$ cat config.mk
export PLATFORM = sky130hd
export DESIGN_NAME = window_write_sequencer
export DESIGN_NICKNAME = d
export VERILOG_FILES = /design/src/rtl/pkg_windowAlignment.sv /design/src/rtl/pkg_window_sequencer.sv /design/src/rtl/structs.sv /design/src/rtl/row_credit_counter.sv /design/src/rtl/window_write_sequencer.sv
export SDC_FILE = /design/constraint.sdc
export NUM_CORES = 1
export LEC_CHECK = 0
export ABC_AREA = 0
export ABC_CLOCK_PERIOD_IN_PS = 3000
export CORE_MARGIN = 8
export CORE_UTILIZATION = 47
export DETAILED_ROUTE_END_ITERATION = 10
export MAX_ROUTING_LAYER = met4
export PLACE_DENSITY = 0.8
export SETUP_SLACK_MARGIN = 0.02
export SYNTH_ARGS = -nofsm -noshare
export SYNTH_HDL_FRONTEND = slang
export SYNTH_SLANG_ARGS = --single-unit
$ cat constraint.sdc
create_clock -name clk -period 3 [get_ports clk]
set_input_delay 0.6 -clock clk [delete_from_list [all_inputs] [get_ports clk]]
set_output_delay 0.6 -clock clk [all_outputs]
set_load 0.02 [all_outputs]
$ cat src/rtl/pkg_windowAlignment.sv
// Geometry shared with the windowAlignment shift stage: block word layout and
// line-buffer row/block address widths.
package pkg_windowAlignment;
   localparam int WORDS       = 4;
   localparam int WORD_SIZE   = 8;
   localparam int INDEX_WIDTH = 4;
   localparam int BLOCK_WIDTH = 4;
endpackage

$ cat src/rtl/pkg_window_sequencer.sv
// Sequencer state encoding, drain length and default geometry.
package pkg_window_sequencer;
   typedef enum logic [1:0] {
      ST_IDLE  = 2'd0,
      ST_FILL  = 2'd1,
      ST_DRAIN = 2'd2
   } state_t;

   // Matches the windowAlignment pipeline latency so frame_done marks the last write leaving it.
   localparam int DRAIN_CYCLES = 2;

   localparam int DEF_BLOCKS         = 8;
   localparam int DEF_ROWS_PER_FRAME = 480;
   localparam int DEF_DEPTH          = 16;
endpackage

$ cat src/rtl/structs.sv
// Write-port bundle consumed by windowAlignment.waIn.
package structs;
   import pkg_windowAlignment::*;

   typedef struct packed {
      logic                            we;
      logic [INDEX_WIDTH-1:0]          waddrY;
      logic [BLOCK_WIDTH-1:0]          waddrBlock;
      logic [WORDS-1:0][WORD_SIZE-1:0] wdata;
   } struct_windowAlignment;
endpackage

$ cat src/rtl/row_credit_counter.sv
// Saturating free-row credit counter; a simultaneous take and return cancel out.
module row_credit_counter #(
   parameter int DEPTH = 16
) (
   input  logic                       clk,
   input  logic                       rst,
   input  logic                       inc_i,
   input  logic                       dec_i,
   output logic [$clog2(DEPTH+1)-1:0] count_o
);
   localparam int CW = $clog2(DEPTH+1);
   localparam logic [CW-1:0] FULL = CW'(DEPTH);

   logic [CW-1:0] count_q, count_d;

   always_comb begin
      count_d = count_q;
      if (inc_i && !dec_i && (count_q != FULL)) begin
         count_d = count_q + 1'b1;
      end else if (dec_i && !inc_i && (count_q != '0)) begin
         count_d = count_q - 1'b1;
      end
   end

   always_ff @(posedge clk or posedge rst) begin
      if (rst) begin
         count_q <= FULL;
      end else begin
         count_q <= count_d;
      end
   end

   assign count_o = count_q;
endmodule

$ cat src/rtl/window_write_sequencer.sv
// Write-side controller for the window line buffer: turns an accepted pixel-block
// stream into windowAlignment writes, tracking row/frame position and row credits.
//
//   state    | meaning
//   ---------+---------------------------------------------------------------
//   ST_IDLE  | no frame in progress, waiting for frame_start
//   ST_FILL  | accepting blocks while row credits remain
//   ST_DRAIN | last write travelling through windowAlignment, then frame_done
module window_write_sequencer
   import pkg_windowAlignment::*;
   import structs::*;
   import pkg_window_sequencer::*;
#(
   parameter int BLOCKS         = DEF_BLOCKS,
   parameter int ROWS_PER_FRAME = DEF_ROWS_PER_FRAME,
   parameter int DEPTH          = DEF_DEPTH
) (
   input  logic                            clk,
   input  logic                            rst,
   input  logic                            frame_start,
   input  logic                            in_valid,
   output logic                            in_ready,
   input  logic [WORDS-1:0][WORD_SIZE-1:0] in_data,
   input  logic                            row_release,
   output struct_windowAlignment           wa,
   output logic                            row_done,
   output logic                            frame_done,
   output logic [$clog2(DEPTH+1)-1:0]      rows_free,
   output logic                            busy
);
   localparam int RCW = (ROWS_PER_FRAME > 1) ? $clog2(ROWS_PER_FRAME) : 1;
   localparam int DCW = (DRAIN_CYCLES > 1) ? $clog2(DRAIN_CYCLES) : 1;
   localparam logic [BLOCK_WIDTH-1:0] LAST_BLK    = BLOCK_WIDTH'(BLOCKS - 1);
   localparam logic [INDEX_WIDTH-1:0] LAST_ROWPTR = INDEX_WIDTH'(DEPTH - 1);
   localparam logic [RCW-1:0]         LAST_ROW    = RCW'(ROWS_PER_FRAME - 1);
   localparam logic [DCW-1:0]         DRAIN_LAST  = DCW'(DRAIN_CYCLES - 1);

   state_t                state_q, state_d;
   logic [BLOCK_WIDTH-1:0] blk_q, blk_d;
   logic [INDEX_WIDTH-1:0] rowptr_q, rowptr_d;
   logic [RCW-1:0]         rowcnt_q, rowcnt_d;
   logic [DCW-1:0]         drain_q, drain_d;
   struct_windowAlignment wa_q, wa_d;
   logic                  row_done_q, row_done_d;
   logic                  frame_done_q, frame_done_d;
   logic                  xfer;
   logic                  row_end;
   logic [$clog2(DEPTH+1)-1:0] credits;

   row_credit_counter #(.DEPTH(DEPTH)) u_credits (
      .clk     (clk),
      .rst     (rst),
      .inc_i   (row_release),
      .dec_i   (row_end),
      .count_o (credits)
   );

   // Ready comes from registers only, so a frame_start cycle can never also take a beat.
   assign in_ready = (state_q == ST_FILL) && (credits != '0);
   assign xfer     = in_valid && in_ready;
   assign row_end  = xfer && (blk_q == LAST_BLK);

   always_comb begin
      state_d      = state_q;
      blk_d        = blk_q;
      rowptr_d     = rowptr_q;
      rowcnt_d     = rowcnt_q;
      drain_d      = drain_q;
      wa_d         = wa_q;
      wa_d.we      = 1'b0;
      row_done_d   = 1'b0;
      frame_done_d = 1'b0;

      if (xfer) begin
         wa_d.we         = 1'b1;
         wa_d.wdata      = in_data;
         wa_d.waddrBlock = blk_q;
         wa_d.waddrY     = rowptr_q;
         blk_d           = blk_q + 1'b1;
      end

      if (row_end) begin
         blk_d      = '0;
         rowptr_d   = (rowptr_q == LAST_ROWPTR) ? '0 : rowptr_q + 1'b1;
         rowcnt_d   = rowcnt_q + 1'b1;
         row_done_d = 1'b1;
      end

      unique case (state_q)
         ST_IDLE: begin
            if (frame_start) begin
               state_d  = ST_FILL;
               blk_d    = '0;
               rowcnt_d = '0;
            end
         end
         ST_FILL: begin
            if (row_end && (rowcnt_q == LAST_ROW)) begin
               state_d = ST_DRAIN;
               drain_d = DRAIN_LAST;
            end
         end
         ST_DRAIN: begin
            if (drain_q == '0) begin
               state_d      = ST_IDLE;
               frame_done_d = 1'b1;
            end else begin
               drain_d = drain_q - 1'b1;
            end
         end
         default: state_d = ST_IDLE;
      endcase
   end

   always_ff @(posedge clk or posedge rst) begin
      if (rst) begin
         state_q      <= ST_IDLE;
         blk_q        <= '0;
         rowptr_q     <= '0;
         rowcnt_q     <= '0;
         drain_q      <= '0;
         wa_q         <= '0;
         row_done_q   <= 1'b0;
         frame_done_q <= 1'b0;
      end else begin
         state_q      <= state_d;
         blk_q        <= blk_d;
         rowptr_q     <= rowptr_d;
         rowcnt_q     <= rowcnt_d;
         drain_q      <= drain_d;
         wa_q         <= wa_d;
         row_done_q   <= row_done_d;
         frame_done_q <= frame_done_d;
      end
   end

   assign wa         = wa_q;
   assign row_done   = row_done_q;
   assign frame_done = frame_done_q;
   assign rows_free  = credits;
   assign busy       = (state_q != ST_IDLE);
endmodule

==> metrics.md, run 1 <==
| Metric | Value |
|---|---|
| Status | `completed` |
| Initial Util | `49.1%` |
| Final core occ | `69.7%` |
| Fin Hold WS | `0.468 ns` |
| Die Area | `0.00900 sq mm` |
| Vias in the first global route | `2488` |
| CTS tree | `done` |
| RSZ-0062 raised after global routing | `false` |
| Syn-to-layout area delta | `41.9%` |
| Antenna viol nets, final | `0` |
| Arr. time, crit path | `3.14 ns` |
| Nets | `443` |
| Post-synthesis sequential area ratio | `58.2%` |
| Achievable clock frequency | `348 MHz` |
| Mapped Cells | `299` |
| First-pass detailed-route iteration total | `4` |
| HPWL reported at the end of detailed placement | `5.18 mm` |
| Final Setup Violations | `0` |
| Crit Path Max Fanout | `3` |
| Remaining global-route overflow | `0` |
| Ys async rst share | `100%` |
| Largest cells by area after synthesis | `dfrtp_1 (57%), nand2_1 (16%), mux2_1 (3.1%)` |
| Post-synth EDFFs | `0` |
| Initial antenna violation count | `0` |
| Top delay family on crit path | `simple AND/OR/NAND/NOR gates` |
| Worst slew margin | `56.1%` |
| IO buf count | `86` |
| Yosys reg bits | `68` |
| Final worst path period need | `2.87 ns` |
| Hold Crit Class | `flip-flop to flip-flop` |
| Crit path max-delay cell type | `clkdlybuf4s50_1` |
| # diodes | `0` |
| Clock skew | `0.00805 ns` |
| Core area | `0.00596 sq mm` |
| Primary FF master, synth | `dfrtp_1` |
| Synth area leader | `dfrtp_1` |
| Pre-CTS setup slack | `-0.163 ns` |
| YS warnings | `0` |
| Hold Vio Cnt, Final | `0` |
| Average size of a mapped cell | `9.78 sq um` |
| First-pass GRT wire length | `11.7 mm` |
| I/O pin total | `87` |
| Largest net degree at the start of global routing | `44` |
| Startpoint Class | `input port` |
| Placer congestion estimate | `0.828` |
| Fin worst setup slack | `0.125 ns` |
| Simple-gate area share of the yosys netlist | `23.4%` |
| Iter 0 DRT Violations | `119` |
| CP Cell Sequence | `clkdlybuf4s50_1 -> nand2_1 -> or3_1 -> o211ai_1 -> buf_4 -> buf_4 -> fa_1 -> nand3_1 -> nand2_1 -> buf_4 -> nand3_1 -> nor3b_1 -> a311o_1` |
| Hold-fix buffers, CTS | `0` |
| Drt wl/cell | `15.0 um` |
| Period utilization | `95.8%` |
| Pwr dens | `829 mW/mm^2` |
| Synth cell types | `36` |
| Worst Tran Pin Value | `0.658 ns` |
| Crit end category | `flip-flop` |
| Post-Route WL | `7.16 mm` |
| R2R Setup Slk | `0.22 ns` |
| Setup total negative slack | `0 ns` |
| Skew-Pair Late Insertion Delay | `0.34 ns` |
| Via count | `2373` |
| Post-synthesis compound-gate area fraction | `5.35%` |
| Syn_nets | `343` |
| Rows | `28` |
| Clock buffer depth | `2` |
| Clock Sink Count | `68` |
| Vias per cell | `4.95` |
| Worst-path clk slew | `0.08 ns` |
| CTS H-Tree Depth | `3` |
| Synthesized area | `0.00293 sq mm` |
| Max-slew violations | `0` |
| Critical path type | `input port to flip-flop` |
| Xor/xnor share of the synthesized area | `2.99%` |
| Maximum vdd drop | `532 uV` |
| Worst EP required | `3.26 ns` |
| CP peak stage delay | `0.47 ns` |
| Residual DRC count | `0` |
| Share of layout cells above drive strength 1 | `9.90%` |
| Mux share of post-synthesis cell area | `3.76%` |
| Pleak | `1.97 nW` |
| WP buf/inv | `4` |
| Post-synth top area share | `57.3%` |
| Clk root buf | `clkbuf_8` |
| Clock buffers created by TritonCTS | `9` |
| Resize count post-CTS | `0` |
| Post-synthesis adder-cell area fraction | `3.25%` |
| FILL cells | `454` |
| Final Power | `3.44 mW` |
| Die height | `94.9 um` |
| Die W | `94.9 um` |
| Most Frequent Cell on Critical Path | `buf_4` |
| Total Routing Usage GR | `16.8%` |
| Max-cap violations | `0` |
| Main combinational cell family by area after synthesis | `simple AND/OR/NAND/NOR gates` |
-- Yosys cell counts (all sizes together), types with 2 or more instances --
cell type	instances
mux2i	2
mux2	8
inv	8
a21o	3
dfrtp	67
nor4	4
nor3	4
or3	5
buf	10
xor2	2
nand2	125
o21ai	6
nand3	6
a21oi	10
ha	6
nand2b	3
nand4	2
nor2	8
xnor2	8
-- report_power, final --
group / leakage (nW) / switching, mW / total (mW) / internal [mW]
registers: 0.861 / 0.179 / 1.33 / 1.15
clock network: 0.102 / 0.355 / 0.785 / 0.431
logic: 1.00 / 0.676 / 1.32 / 0.646
total: 1.97 / 1.21 / 3.44 / 2.23
-- path summary, 6_finish.rpt --
| path | from | end | depth (start not counted) |
|---|---|---|---|
| max | in_valid | u_credits.count_o[4] | 13 |
| min | drain_q | frame_done | 1 |
| max reg2reg | blk_q[0] | u_credits.count_o[4] | 12 |
| min reg2reg | drain_q | frame_done | 1 |
| max in group asynchronous | rst | u_credits.count_o[4] | 3 |
| min in group asynchronous | rst | wa[6] | 2 |
-- metal layers --
metal | wire length, um | track usage, % | vias to the layer above
met5 | 0 | - | -
met4 | 109 | 6.63 | 0
met3 | 341 | 3.97 | 9
met2 | 3610 | 27.3 | 55
met1 | 3100 | 19.8 | 1142
li1 | - | - | 1167
-- sequential cells by signal, summed over array words and instances (netlist names) --
register and count:
wa 41, rowcnt_q 9, u_credits.count_o 5, blk_q 4, rowptr_q 4, state_q 2
drain_q 1, frame_done 1, row_done 1
-- kinds of logic (layout without fill, tap and decap cells) --
| kind of cell | count (synthesis) | count (layout) |
|---|---|---|
| adders and majority gates | 7 | 7 |
| buffers and inverters | 19 | 124 |
| and+or+nand+nor | 160 | 160 |
| xor gates and xnor gates | 10 | 10 |
| muxes | 10 | 10 |
| DFF | 68 | 68 |
| AOI/OAI and AO/OA | 25 | 25 |
-- area by class of cell --
class | instances | area, sq um | area share, %
Clock buffer | 11 | 151 | 3.65
Clock inverter | 5 | 58.8 | 1.42
Inverter | 8 | 30.0 | 0.724
Multi-Input combinational cell | 212 | 1130 | 27.3
Sequential cell | 68 | 1700 | 41.0
Tap cell | 75 | 93.8 | 2.26
Timing Repair Buffer | 100 | 978 | 23.6
-- cells in the final DEF (no fill, tap or decap), types with 5 or more instances in the layout --
| master | netlist | layout |
|---|---|---|
| a21oi_1 | 10 | 10 |
| buf_4 | 2 | 13 |
| clkbuf_8 | 0 | 11 |
| clkdlybuf4s50_1 | 0 | 86 |
| dfrtp_1 | 67 | 67 |
| ha_1 | 6 | 6 |
| inv_1 | 6 | 5 |
| mux2_1 | 8 | 8 |
| nand2_1 | 124 | 124 |
| nand3_1 | 6 | 6 |
| nor2_1 | 8 | 8 |
| o21ai_1 | 5 | 5 |
| or3_1 | 5 | 5 |
| xnor2_1 | 8 | 8 |
-- what timing repair did --
item                                    CTS  global route
endpoints found under the hold margin     0             0
endpoints found under the setup margin    0             1
setup buffers                             0             0
-- per-stage QoR --
stage	cell area [sq um]	cells
after floorplan	2930	299
after global placement	3940	463
after detailed placement	3940	463
after CTS	4150	479
after global routing	4150	479
final	4150	479
No activity file was read; power rests on OpenSTA's default activity.
==> run 2: changes to the inputs <==
- SLEW_MARGIN: default -> 20
==> results of run 2 <==
Final layout, timing and power as in run 1 (identical DEF).
==> run 3: changes to the inputs <==
- ABC_AREA: 0 -> 1
- CORE_UTILIZATION: 47 -> 35
- PLACE_DENSITY: 0.8 -> default
==> metrics.md, run 3 <==
| Metric | Value |
|---|---|
| Status | `completed` |
| Clk root buf | `clkbuf_8` |
| Post-route insts no fill | `542` |
| R2R Setup Slk | `0.67 ns` |
| Post-synth top cells | `nand2_1 (141), dfrtp_1 (67), inv_1 (23)` |
| Mapped Cells | `340` |
| Core area | `0.00855 sq mm` |
| FILL cells | `840` |
| Stages on the worst setup path | `5` |
| Post-synthesis sequential area ratio | `56.4%` |
| WP buf/inv | `2` |
| Pwr dens | `794 mW/mm^2` |
| Most common cell in the netlist | `nand2_1` |
| I/O pin total | `87` |
| Clock buffers created by TritonCTS | `9` |
| CP Cell Sequence | `nor2_1 -> nand3_2 -> nand2_1 -> inv_1 -> clkdlybuf4s50_1` |
| Remaining global-route overflow | `0` |
| CP peak stage delay | `0.53 ns` |
| Post-DP Area | `0.00397 sq mm` |
| IO buf count | `86` |
| Via count | `2448` |
| Crit Path Max Fanout | `5` |
| Worst slew margin | `58.6%` |
| Clock Sink Count | `68` |
| Hold Crit Class | `flip-flop to flip-flop` |
| Maximum vdd drop | `392 uV` |
| Synth cell types | `31` |
| Placer congestion estimate | `0.804` |
| Worst EP required | `2.40 ns` |
| Share of layout cells above drive strength 1 | `7.83%` |
| Skew-Pair Late Insertion Delay | `0.34 ns` |
| Hold Vio Cnt, Final | `0` |
| Largest net degree at the start of global routing | `53` |
| Syn_nets | `384` |
| Crit path max-delay cell type | `clkdlybuf4s50_1` |
| FF-to-FF End | `u_credits.count_o[4]` |
| YS warnings | `0` |
| Crit end category | `output port` |
| Placed Cells incl. Taps | `526` |
| Final worst path period need | `2.39 ns` |
| Period utilization | `79.5%` |
| Clock buffer depth | `2` |
| Rows | `34` |
| RSZ-0062 raised after global routing | `false` |
| Initial Util | `35.3%` |
| Fin worst setup slack | `0.615 ns` |
| Largest cells by area after synthesis | `dfrtp_1 (56%), nand2_1 (18%), inv_1 (2.9%)` |
| Hold-fix buffers, CTS | `0` |
| Vias per cell | `4.52` |
| Average size of a mapped cell | `8.88 sq um` |
| Synthesized area | `0.00302 sq mm` |
| Post-Route WL | `6.90 mm` |
| Vias in the first global route | `2479` |
| Most frequent cells in the layout | `nand2_1 (141), clkdlybuf4s50_1 (86), dfrtp_1 (67)` |
| Yosys reg bits | `68` |
| Final core occ | `48.3%` |
| Iter 0 DRT Violations | `105` |
| Primary FF master, synth | `dfrtp_1` |
| Nets | `473` |
| Hold Path Depth | `1` |
| Setup bufs post-CTS | `0` |
| Fin area | `0.00413 sq mm` |
| Total Routing Usage GR | `12.4%` |
| Reg-to-reg critical path startpoint | `blk_q[0]` |
| Post-synth EDFFs | `0` |
| Die Area | `0.0118 sq mm` |
| First-pass detailed-route iteration total | `4` |
| Initial antenna violation count | `0` |
| Pre-CTS setup slack | `0.435 ns` |
| HP Start | `drain_q` |
| # diodes | `0` |
| Arr. time, crit path | `1.79 ns` |
| Ys async rst share | `100%` |
| Worst Tran Pin Value | `0.621 ns` |
| Setup total negative slack | `0 ns` |
| Max-slew violations | `0` |
| Achievable clock frequency | `419 MHz` |
| Antenna viol nets, final | `0` |
| Resize count post-CTS | `0` |
| Drt wl/cell | `12.7 um` |
| Clock skew | `0.00838 ns` |
| Most common cell after layout, fill and taps aside | `nand2_1` |
| CTS H-Tree Depth | `3` |
| HPWL reported at the end of detailed placement | `5.01 mm` |
| Startpoint Class | `flip-flop` |
| Max-cap violations | `0` |
| Pleak | `1.97 nW` |
| First-pass GRT wire length | `11.5 mm` |
| Residual DRC count | `0` |
| Post-synth top area share | `55.6%` |
| Critical path type | `flip-flop to output port` |
| Final Setup Violations | `0` |
| Max FFs per register | `41` |
| Die height | `109 um` |
| Worst-path clk slew | `0.07 ns` |
| Hold endpoint | `frame_done` |
| Die W | `109 um` |
| CTS tree | `done` |
| Synth area leader | `dfrtp_1` |
| Top delay family on crit path | `buffers and inverters` |
| Reg2Reg Depth | `12` |
| Syn-to-layout area delta | `36.9%` |
run 3: kinds of logic after synthesis:
logic type               Yosys count  synth area share [%]
AO/OA/AOI/OAI                     32                  5.43
XOR/XNOR                           7                  2.03
adder cells (fa/ha/maj)            7                  3.15
buffers and inverters             37                  6.01
flip-flops                        68                  56.4
AND/OR/NAND/NOR                  189                  26.9
run 3: metrics by stage:
stage                     total power [mW]  hold slack, ns
after floorplan                       2.12           0.401
after global placement                2.65           0.416
after detailed placement              2.68           0.425
after CTS                             3.35           0.436
after global routing                  3.52           0.459
final                                 3.28           0.425
run 3: layout make-up:
cell class	count	area, sq um	share of cell area, %
clock buffers	9	124	3.00
clock inverters	7	43.8	1.06
inverters	26	97.6	2.36
multi-input cells	235	1130	27.4
flip-flops and latches	68	1700	41.2
well taps	108	135	3.27
repair buffers	89	896	21.7
run 3: worst register-to-register path, delay by kind of cell, from the launching register on:
kind / cells / cell delay [ns]
compound gates: 1 / 0.20
simple gates: 9 / 1.14
fa+ha+maj: 2 / 0.53
flops: 1 / 0.41
run 3: worst max path at each step:
stage                          from                    to  slack (ns)
2_1_floorplan                   rst              blk_q[0]        0.69
3_3_place_gp               in_valid  u_credits.count_o[4]        0.53
3_5_place_dp               in_valid  u_credits.count_o[4]        0.43
4_1_cts        u_credits.count_o[1]              in_ready        0.57
5_1_grt                    blk_q[0]  u_credits.count_o[4]        0.41
6_report       u_credits.count_o[1]              in_ready        0.61
run 3: routing by layer:
| metal | vias up | track usage [%] | wire length [um] |
|---|---|---|---|
| li1 | 1252 | - | - |
| met1 | 1120 | 15.2 | 3280 |
| met2 | 65 | 19.4 | 3040 |
| met3 | 11 | 3.01 | 475 |
| met4 | 0 | 4.99 | 102 |
| met5 | - | - | 0 |
run 3: report_power, final:
part / internal [mW] / switching, mW
Combinational: 0.586 / 0.692
Clock: 0.295 / 0.344
Sequential: 1.17 / 0.192
Total: 2.05 / 1.23
